**config.mk**
```make
export PLATFORM = sky130hd
export DESIGN_NAME = mips_cache_writebuffer_v2_flat
export DESIGN_NICKNAME = d
export VERILOG_FILES = /design/src/rtl/mips_cache_writebuffer_v2_if.sv /design/src/rtl/mips_cache_writebuffer_v2.sv /design/src/flat_wrapper.sv
export SDC_FILE = /design/constraint.sdc
export NUM_CORES = 2
export LEC_CHECK = 0
export ABC_AREA = 1
export BUFFER_PORTS_ARGS = -buffer_cell sky130_fd_sc_hd__buf_2
export CELL_PAD_IN_SITES_DETAIL_PLACEMENT = 0
export CELL_PAD_IN_SITES_GLOBAL_PLACEMENT = 1
export CORE_MARGIN = 1
export CORE_UTILIZATION = 45
export CTS_BUF_LIST = sky130_fd_sc_hd__clkbuf_4 sky130_fd_sc_hd__clkbuf_8 sky130_fd_sc_hd__clkbuf_16
export DETAILED_ROUTE_END_ITERATION = 7
export PLACE_DENSITY_LB_ADDON = 0.1
export SLEW_MARGIN = 20
export SYNTH_ARGS = -nofsm -noshare
export SYNTH_HDL_FRONTEND = slang
export SYNTH_SLANG_ARGS = --single-unit
```
**constraint.sdc**
```tcl
create_clock -name clk -period 7.8 [get_ports clk]
set_input_delay 0.78 -clock clk [delete_from_list [all_inputs] [get_ports clk]]
set_output_delay 0.78 -clock clk [all_outputs]
set_load 0.01 [all_outputs]
```
**src/rtl/mips_cache_writebuffer_v2_if.sv**
```systemverilog
// Bundle of the cache-store, Avalon drain, lookup and status signals of the write buffer.
// master = cache/bus environment, slave = write buffer.
interface mips_cache_writebuffer_v2_if #(
  parameter int DEPTH  = 8,
  parameter int ADDR_W = 32,
  parameter int DATA_W = 32
);
  logic [ADDR_W-1:0]       in_addr;
  logic                    in_write;
  logic [DATA_W-1:0]       in_writedata;
  logic [DATA_W/8-1:0]     in_byteenable;
  logic                    active;
  logic                    waitrequest;
  logic [ADDR_W-1:0]       write_addr;
  logic [DATA_W-1:0]       write_data;
  logic [DATA_W/8-1:0]     write_byteenable;
  logic                    write_writeenable;
  logic [ADDR_W-1:0]       lookup_addr;
  logic                    lookup_hit;
  logic [DATA_W-1:0]       lookup_data;
  logic [DATA_W/8-1:0]     lookup_byteenable;
  logic [$clog2(DEPTH):0]  count;
  logic                    full;
  logic                    empty;
  logic [1:0]              state_out;

  modport master (
    output in_addr, in_write, in_writedata, in_byteenable, active, waitrequest, lookup_addr,
    input  write_addr, write_data, write_byteenable, write_writeenable,
    input  lookup_hit, lookup_data, lookup_byteenable, count, full, empty, state_out
  );

  modport slave (
    input  in_addr, in_write, in_writedata, in_byteenable, active, waitrequest, lookup_addr,
    output write_addr, write_data, write_byteenable, write_writeenable,
    output lookup_hit, lookup_data, lookup_byteenable, count, full, empty, state_out
  );
endinterface

```
**src/rtl/mips_cache_writebuffer_v2.sv**
```systemverilog
// Circular-FIFO write buffer between data cache and Avalon bus, with occupancy count and read lookup.
// Optional same-word store coalescing into the youngest entry is enabled by defining WB_COALESCE_EN.
module mips_cache_writebuffer_v2 #(
  parameter int DEPTH  = 8,
  parameter int ADDR_W = 32,
  parameter int DATA_W = 32
) (
  input  logic clk,
  input  logic rst,
  mips_cache_writebuffer_v2_if.slave bus
);
  localparam int BE_W  = DATA_W / 8;
  localparam int PTR_W = $clog2(DEPTH);
  localparam int CNT_W = PTR_W + 1;

  typedef enum logic [1:0] {
    ST_EMPTY   = 2'd0,
    ST_PARTIAL = 2'd1,
    ST_FULL    = 2'd2
  } wb_state_e;

  logic [ADDR_W-1:0] addr_mem [DEPTH];
  logic [DATA_W-1:0] data_mem [DEPTH];
  logic [BE_W-1:0]   be_mem   [DEPTH];

  logic [PTR_W-1:0] head_q, tail_q, last_idx, lk_idx;
  logic [CNT_W-1:0] count_q;
  logic [DEPTH-1:0] valid_q;
  logic             empty, full, wen, pop, push, merge, store_req;
  wb_state_e        state;
  logic [1:0]       unused_lookup_lsb;

  assign store_req = bus.in_write && (bus.in_byteenable != '0);
  assign empty     = (count_q == '0);
  assign full      = (count_q == CNT_W'(DEPTH));
  assign wen       = !empty && bus.active;
  assign pop       = wen && !bus.waitrequest;
  assign last_idx  = tail_q - PTR_W'(1);

`ifdef WB_COALESCE_EN
  // Head entry may already be on the bus, so it is only merged into while not presented.
  assign merge = store_req && valid_q[last_idx]
              && (addr_mem[last_idx][ADDR_W-1:2] == bus.in_addr[ADDR_W-1:2])
              && !((last_idx == head_q) && wen);
`else
  assign merge = 1'b0;
`endif

  assign push = store_req && !full && !merge;

  always_ff @(posedge clk or negedge rst) begin
    if (!rst) begin
      head_q  <= '0;
      tail_q  <= '0;
      count_q <= '0;
      valid_q <= '0;
    end else begin
      if (pop) begin
        valid_q[head_q] <= 1'b0;
        head_q          <= head_q + PTR_W'(1);
      end
      if (push) begin
        valid_q[tail_q] <= 1'b1;
        tail_q          <= tail_q + PTR_W'(1);
      end
      case ({push, pop})
        2'b10:   count_q <= count_q + CNT_W'(1);
        2'b01:   count_q <= count_q - CNT_W'(1);
        default: count_q <= count_q;
      endcase
    end
  end

  // Payload storage needs no reset: valid bits and the empty gate mask stale contents.
  always_ff @(posedge clk) begin
    if (push) begin
      addr_mem[tail_q] <= bus.in_addr;
      data_mem[tail_q] <= bus.in_writedata;
      be_mem[tail_q]   <= bus.in_byteenable;
    end
`ifdef WB_COALESCE_EN
    if (merge) begin
      for (int unsigned b = 0; b < BE_W; b++) begin
        if (bus.in_byteenable[b]) begin
          data_mem[last_idx][8*b +: 8] <= bus.in_writedata[8*b +: 8];
        end
      end
      be_mem[last_idx] <= be_mem[last_idx] | bus.in_byteenable;
    end
`endif
  end

  // Scan from head towards tail so the youngest match overrides older ones.
  always_comb begin
    bus.lookup_hit        = 1'b0;
    bus.lookup_data       = '0;
    bus.lookup_byteenable = '0;
    lk_idx                = head_q;
    for (int unsigned i = 0; i < DEPTH; i++) begin
      lk_idx = head_q + PTR_W'(i);
      if (valid_q[lk_idx] && (addr_mem[lk_idx][ADDR_W-1:2] == bus.lookup_addr[ADDR_W-1:2])) begin
        bus.lookup_hit        = 1'b1;
        bus.lookup_data       = data_mem[lk_idx];
        bus.lookup_byteenable = be_mem[lk_idx];
      end
    end
  end

  assign unused_lookup_lsb = bus.lookup_addr[1:0];

  always_comb begin
    state = ST_PARTIAL;
    if (empty) begin
      state = ST_EMPTY;
    end else if (full) begin
      state = ST_FULL;
    end
  end

  assign bus.write_addr        = empty ? '0 : addr_mem[head_q];
  assign bus.write_data        = empty ? '0 : data_mem[head_q];
  assign bus.write_byteenable  = empty ? '0 : be_mem[head_q];
  assign bus.write_writeenable = wen;
  assign bus.count             = count_q;
  assign bus.full              = full;
  assign bus.empty             = empty;
  assign bus.state_out         = state;
endmodule

```
**src/flat_wrapper.sv**
```systemverilog
// flat-port wrapper written by rule: the top's interface ports become plain ports
module mips_cache_writebuffer_v2_flat 
#(
  parameter int DEPTH  = 8,
  parameter int ADDR_W = 32,
  parameter int DATA_W = 32
)
  (clk, rst, bus_in_addr, bus_in_write, bus_in_writedata, bus_in_byteenable, bus_active, bus_waitrequest, bus_lookup_addr, bus_write_addr, bus_write_data, bus_write_byteenable, bus_write_writeenable, bus_lookup_hit, bus_lookup_data, bus_lookup_byteenable, bus_count, bus_full, bus_empty, bus_state_out);
  mips_cache_writebuffer_v2_if #(.DEPTH(DEPTH), .ADDR_W(ADDR_W), .DATA_W(DATA_W)) bus_i ();
  input  logic clk;
  input  logic rst;
  input wire logic [$bits(bus_i.in_addr)-1:0] bus_in_addr;
  input wire logic [$bits(bus_i.in_write)-1:0] bus_in_write;
  input wire logic [$bits(bus_i.in_writedata)-1:0] bus_in_writedata;
  input wire logic [$bits(bus_i.in_byteenable)-1:0] bus_in_byteenable;
  input wire logic [$bits(bus_i.active)-1:0] bus_active;
  input wire logic [$bits(bus_i.waitrequest)-1:0] bus_waitrequest;
  input wire logic [$bits(bus_i.lookup_addr)-1:0] bus_lookup_addr;
  output wire logic [$bits(bus_i.write_addr)-1:0] bus_write_addr;
  output wire logic [$bits(bus_i.write_data)-1:0] bus_write_data;
  output wire logic [$bits(bus_i.write_byteenable)-1:0] bus_write_byteenable;
  output wire logic [$bits(bus_i.write_writeenable)-1:0] bus_write_writeenable;
  output wire logic [$bits(bus_i.lookup_hit)-1:0] bus_lookup_hit;
  output wire logic [$bits(bus_i.lookup_data)-1:0] bus_lookup_data;
  output wire logic [$bits(bus_i.lookup_byteenable)-1:0] bus_lookup_byteenable;
  output wire logic [$bits(bus_i.count)-1:0] bus_count;
  output wire logic [$bits(bus_i.full)-1:0] bus_full;
  output wire logic [$bits(bus_i.empty)-1:0] bus_empty;
  output wire logic [$bits(bus_i.state_out)-1:0] bus_state_out;
  assign bus_i.in_addr = bus_in_addr;
  assign bus_i.in_write = bus_in_write;
  assign bus_i.in_writedata = bus_in_writedata;
  assign bus_i.in_byteenable = bus_in_byteenable;
  assign bus_i.active = bus_active;
  assign bus_i.waitrequest = bus_waitrequest;
  assign bus_i.lookup_addr = bus_lookup_addr;
  assign bus_write_addr = bus_i.write_addr;
  assign bus_write_data = bus_i.write_data;
  assign bus_write_byteenable = bus_i.write_byteenable;
  assign bus_write_writeenable = bus_i.write_writeenable;
  assign bus_lookup_hit = bus_i.lookup_hit;
  assign bus_lookup_data = bus_i.lookup_data;
  assign bus_lookup_byteenable = bus_i.lookup_byteenable;
  assign bus_count = bus_i.count;
  assign bus_full = bus_i.full;
  assign bus_empty = bus_i.empty;
  assign bus_state_out = bus_i.state_out;
  mips_cache_writebuffer_v2 #(.DEPTH(DEPTH), .ADDR_W(ADDR_W), .DATA_W(DATA_W)) u_core (.clk(clk), .rst(rst), .bus(bus_i));
endmodule
```
# ---- Yosys cells after proc, flatten, opt, wreduce, memory -nomap -nowiden
# Memory sizes are Yosys's and may differ from the RTL's.
# Index checks and enable logic that the tools add are counted.
dict set report totals {
  input_bits 105
  word_cells 116
  reg_bits 18
  mem_count 3
  romBits 0
  ram_bits 544
  latchBits 0
  output_inout_bits 114
}
dict set report classes {
  n_lt_le_gt_ge 11
  shift 0
  n_reduce_logical 20
  add_sub_neg 10
  n_mux 54
  mul 0
  eq_ne 11
  n_bitwise 3
  div 0
}
# memory words word_bits rd rd_ports_with_merged_regs write_ports line_no
set mem_list {}
lappend mem_list {u_core.addr_mem 8 32 8 0 1 mips_cache_writebuffer_v2.sv:22} ;# logic [ADDR_W-1:0] addr_mem [DEPTH];
lappend mem_list {u_core.data_mem 8 32 8 0 1 mips_cache_writebuffer_v2.sv:23} ;# logic [DATA_W-1:0] data_mem [DEPTH];
lappend mem_list {u_core.be_mem 8 4 8 0 1 mips_cache_writebuffer_v2.sv:24} ;# logic [BE_W-1:0] be_mem [DEPTH];
# cell n
set op_table {}
lappend op_table {{$mux 32} 10}
lappend op_table {{$eq 30x30->1} 8}
lappend op_table {{$lt 3x4->1 const B} 9}
lappend op_table {{$mux 4} 9}
lappend op_table {{$bmux 1 s3} 8}
lappend op_table {{$mux 1} 20}
lappend op_table {{$mux 8} 2}
lappend op_table {{$logic_and 1x1->1} 14}
lappend op_table {{$add 3x3->3 const B} 4}
lappend op_table {{$and 8x8->8} 1}
lappend op_table {{$not 8->8} 1}
lappend op_table {{$or 8x8->8} 1}
lappend op_table {{$pmux 4 s2} 1}
lappend op_table {{$add 3x1->3 const B} 2}
lappend op_table {{$add 3x2->3 const B} 2}
lappend op_table {{$demux 1 s3} 2}
lappend op_table {{$ge 3x1->1 const B} 2}
lappend op_table {{$add 4x1->4 const B} 1}
lappend op_table {{$eq 4x4->1 const B} 1}
lappend op_table {{$logic_not 4->1} 1}
lappend op_table {{$mux 2} 2}
lappend op_table {{$reduce_bool 4->1} 1}
lappend op_table {{$sub 4x1->4 const B} 1}
lappend op_table {{$logic_not 1->1} 3}
lappend op_table {{3 further kinds} 3}

# ---- Depth between registers and ports, before layout
dict set report logic_depth {
  word_depth 11
  depth_mapped 34
  ltp_nobuf 24
}

# ---- Worst setup path after synthesis
# OpenSTA, ideal clock, no wires.
dict set report synth_path {
  kind {reg-to-output}
  startpoint {reg u_core.head_q[0]}
  endpoint {out bus_lookup_data[4]}
  path_buffers 12
  arrival_time_ns 4.312
  path_stages_with_launch 25
  required_ns 7.020
  setup_slack_ns 2.708
  path_cell_list {dfrtp_1 -> buf_4 -> inv_4 -> buf_4 -> buf_4 -> buf_2 -> clkbuf_1 -> clkbuf_1 -> clkbuf_1 -> ha_1 -> buf_2 -> inv_2 -> buf_4 -> buf_4 -> buf_2 -> nand3_1 -> nand2_1 -> o21ai_0 -> xor2_1 -> nor4_1 -> nand2_1 -> nor3_4 -> buf_6 -> o211ai_1 -> nand2_1}
}
dict set report synth_via {
  word_cells_on_any_way 49
  cone_classes {add/sub (7); eq/ne (8); mux (24); reduce/logical (8); memory (2)}
}
# element line_no
set synth_rtl {}
lappend synth_rtl {{start: declaration} mips_cache_writebuffer_v2.sv:26} ;# logic [PTR_W-1:0] head_q, tail_q, last_idx, lk_idx;
lappend synth_rtl {{start signal: assignment} mips_cache_writebuffer_v2.sv:60} ;# head_q <= head_q + PTR_W'(1);
lappend synth_rtl {{$add 3x3->3 (*)} mips_cache_writebuffer_v2.sv:100} ;# lk_idx = head_q + PTR_W'(i);
lappend synth_rtl {{via u_core.lk_idx[0]} mips_cache_writebuffer_v2.sv:26}
lappend synth_rtl {{$mem_v2 8x32 / $bmux 1 s3 (equally long branches)} n/a}
lappend synth_rtl {{$eq 30x30->1 / $mux 1 (equally long branches)} mips_cache_writebuffer_v2.sv:101} ;# if (valid_q[lk_idx] && (addr_mem[lk_idx][ADDR_W-1:2] == bus.lookup_addr[ADDR_W-1:2])) begin
lappend synth_rtl {{$logic_and 1x1->1} mips_cache_writebuffer_v2.sv:101}
lappend synth_rtl {{$mux 32 (*)} mips_cache_writebuffer_v2.sv:101}
lappend synth_rtl {{end: declaration} flat_wrapper.sv:24} ;# output wire logic [$bits(bus_i.lookup_data)-1:0] bus_lookup_data;
# The timed path passes the listed nets; every way through them passes the cells marked *. The select of a mux whose other input is x is not followed.

# ---- Worst setup path in the final report
dict set report layout_path {
  startpoint {reg u_core.head_q[0]}
  endpoint {out bus_lookup_data[10]}
}
dict set report layout_via {
  elab_chain_cells 11
  word_cells_on_any_way 49
  cone_classes {add/sub (7); eq/ne (8); mux (24); reduce/logical (8); memory (2)}
}
# element line_no
set layout_rtl {}
lappend layout_rtl {{$add 3x1->3, or another cell as far along} mips_cache_writebuffer_v2.sv:100}
lappend layout_rtl {{$mem_v2 8x32, or another cell as far along} n/a}
lappend layout_rtl {{$eq 30x30->1, or another cell as far along} mips_cache_writebuffer_v2.sv:101}
lappend layout_rtl {{$logic_and 1x1->1 / $mux 32 (equally long branches)} mips_cache_writebuffer_v2.sv:101}
lappend layout_rtl {{$mux 32 (6 in a row)} mips_cache_writebuffer_v2.sv:101}
lappend layout_rtl {{$mux 32 (*)} mips_cache_writebuffer_v2.sv:101}
# Every way passes the cells marked *; elsewhere a longest branch is shown, timed or not. The select of a mux whose other input is x is not followed.

==> results.sh <==
export IMPL_status="finished clean"
export IMPL_grt_pass1_wl_um=244000
export IMPL_ant_nets=0
export IMPL_synth_nets=6382
export IMPL_clock_path_buffers=3
export IMPL_arrival_ps=6490
export IMPL_r2r_slack_ps=4200
export IMPL_wire_per_inst_um=22.1
export IMPL_ys_warnings_count=0
export IMPL_path_depth=24
export IMPL_ys_ff_latch=562
export IMPL_post_route_util_pct=50.0
export IMPL_firstDrtPassIters=6
export IMPL_worstSetupEndpointType="primary output"
export IMPL_grt_util_all_layers_pct=34.6
export IMPL_cts_sinks=562
export IMPL_holdWs_ps=101
export IMPL_relSlewSlack_pct=23.9
export IMPL_critPathKind="reg -> out"
export IMPL_synth_edf_count=544
export IMPL_cpPeakStageDelay_ps=860
export IMPL_cts_tree="done"
export IMPL_dieArea_um2=94600
export IMPL_die_h_um=308
export IMPL_drtIter0Drc=5006
export IMPL_dp_hpwl_um=105000
export IMPL_syn_area_um2=42000
export IMPL_start_kind="flop"
export IMPL_max_cap_viol_count=0
export IMPL_critPathMaxFanout=246
export IMPL_clock_skew_ps=17.8
export IMPL_rsz0062_at_grt="false"
export IMPL_tightest_slew_ps=1140
export IMPL_path_clk_slew_ps=50
export IMPL_die_x_um=308
export IMPL_cts_resized=0
export IMPL_final_setup_viol_count=0
export IMPL_area_growth_pct=9.50
export IMPL_avgSynthCellArea_um2=6.70
export IMPL_grt_pass1_vias=38600
export IMPL_placed_area_um2=43500
export IMPL_slowest_stage="buf_4"
export IMPL_drv_slew=0
export IMPL_fin_setup_tns_ps=0
export IMPL_cts_root_buffer="clkbuf_16"
export IMPL_synth_distinct_cells=44
export IMPL_nets=6304
export IMPL_drive_gt1_share_pct=6.94
export IMPL_clock_latency_ps=650
export IMPL_hold_class="in -> async"
export IMPL_vias_per_cell=5.78
export IMPL_totalWireLength_um=166000
export IMPL_fmax_ghz=0.137
export IMPL_finalInstanceArea_um2=46000
export IMPL_hold_viol=0
export IMPL_grt_max_degree=247
export IMPL_critical_path_top_delay_family="simple AND/OR/NAND/NOR gates"
export IMPL_ys_async_sr_fraction_pct=3.20
export IMPL_synth_cells=6266
export IMPL_portBuffers=216
export IMPL_ys_flop_type="edfxtp_1"
export IMPL_yosysSeqAreaShare_pct=40.0
export IMPL_period_share_pct=93.3
export IMPL_htree_levels=3
export IMPL_critPathLaunch="u_core.head_q[0]$_DFFE_PN0P_"
export IMPL_cpMostUsedCell="nand2_1"
export IMPL_cts_hold_buf=0
export IMPL_drc=0
export IMPL_io_pins=219
export IMPL_place_gp_congestion=1.03
export IMPL_post_cts_buffers=0
export IMPL_antenna_found_initial=20
export IMPL_initial_core_util_pct=45.6
export IMPL_reg2reg_from="u_core.bus.count[0]$_DFFE_PN0P_"
export IMPL_rows=111
export IMPL_required_ps=7020
export IMPL_numCtsBuffers=70
export IMPL_via_count=43300
export IMPL_worstSetupEndpoint="bus_lookup_data[10]"
export IMPL_reg2reg_depth=9
export IMPL_post_route_min_period_ps=7270
export IMPL_regToRegEndpoint="u_core.data_mem[6][9]$_DFFE_PP_"
export IMPL_grt_ovfl_total=0
export IMPL_path_cells="buf_12 > buf_4 > nand2_1 > nand3_1 > nand3_1 > nand2_1 > o21ai_1 > nor2_1 > nand2_1 > nor2_1 > nand2_1 > nor2_4 > nor2_1 > nor2_4 > buf_4 > nand2_1 > nand2_1 > nand2_1 > nand2_1 > nand2_1 > nand2_1 > nand2_1 > nand2_1 > buf_2"
export IMPL_path_buf_inv=4
export IMPL_coreArea_um2=92100
## final cells by class
| class | instances | area (um^2) |
|---|---|---|
| diodes | 9 | 22.5 |
| clock buffers | 84 | 1900 |
| clock inverters | 43 | 495 |
| fillers | 9352 | 46100 |
| inverters | 206 | 825 |
| multi-input cells | 5065 | 22600 |
| flip-flops and latches | 562 | 16800 |
| well taps | 1243 | 1560 |
| repair buffers | 283 | 1840 |
## cell usage in the layout (no fill, tap or decap), types with 6 or more instances in the layout
cell,instances
a31oi_1,39
buf_4,48
dfrtp_1,15
nor2_1,207
o211ai_1,76
inv_6,6
o22ai_1,18
clkinv_2,12
ha_1,8
buf_12,16
o21a_1,15
inv_1,182
o21ai_0,587
nor3_1,8
bufinv_16,10
nand2_1,2740
and2_1,9
clkbuf_4,10
nand4_1,10
nor4_1,7
nor2_4,16
a211oi_1,11
a21oi_1,189
edfxtp_1,544
clkinv_1,26
xor2_1,62
o21ai_1,23
diode_2,9
nand3_1,1017
buf_2,216
clkbuf_16,72
## synthesized netlist by cell type (all sizes together) (3+ instances only)
library cell,count,area [um^2]
dfrtp,18,450
nand4,10,62.6
nor4,7,43.8
o21ai,610,3050
a21oi,189,946
clkbuf,185,694
o21a,15,113
o22ai,18,113
nor2,223,867
nand2,2741,10300
clkinv,19,71.3
a22o,4,35.0
nand3,1017,5090
a31oi,39,244
a211oi,11,82.6
a221oi,3,26.3
nor3,9,56.3
inv,187,704
buf,248,1310
ha,10,125
xor2,63,571
o211ai,76,571
edfxtp,544,16300
and2,9,56.3
## flip-flops by register name (all words and copies together), names as in the netlist
name / cells
u_core.bus.count: 4
u_core.addr_mem: 256
u_core.head_q: 3
u_core.be_mem: 32
u_core.tail_q: 3
u_core.data_mem: 256
u_core.valid_q: 8
## cells by family after synthesis
family,synth area share (%)
adder cells (fa/ha/maj),0.346
AND/OR/NAND/NOR,39.3
flip-flops,40.0
AO/OA/AOI/OAI,12.4
buffers and inverters,6.61
XOR/XNOR,1.38
## worst min-delay path by stage
stage	startpoint	end	slack [ps]	cells after the start
4_1_cts	rst	u_core.head_q[1]$_DFFE_PN0P_	80	1
6_report	rst	u_core.head_q[1]$_DFFE_PN0P_	100	1
5_1_grt	rst	u_core.bus.count[1]$_DFFE_PN0P_	120	1
3_5_place_dp	u_core.bus.count[0]$_DFFE_PN0P_	u_core.bus.count[0]$_DFFE_PN0P_	510	1
2_1_floorplan	rst	u_core.bus.count[0]$_DFFE_PN0P_	480	0
3_3_place_gp	u_core.bus.count[0]$_DFFE_PN0P_	u_core.bus.count[0]$_DFFE_PN0P_	510	1
## per-stage QoR
step | cells | setup slack, ps
4_1_cts | 7485 | 641
6_report | 7495 | 525
3_5_place_dp | 7358 | 1330
2_1_floorplan | 6266 | 2710
3_3_place_gp | 7356 | 1360
5_1_grt | 7489 | 81.1
## metal layers
layer	vias up	global-route usage [%]	wire [um]
met1	20100	48.2	71100
met5	-	0	176
met4	26	10.6	4540
met3	305	7.96	17500
met2	1987	53.4	72400
li1	20900	-	-
Power is not shown: default switching activity piles up to over one toggle a cycle in this logic, so the estimate is an artifact.
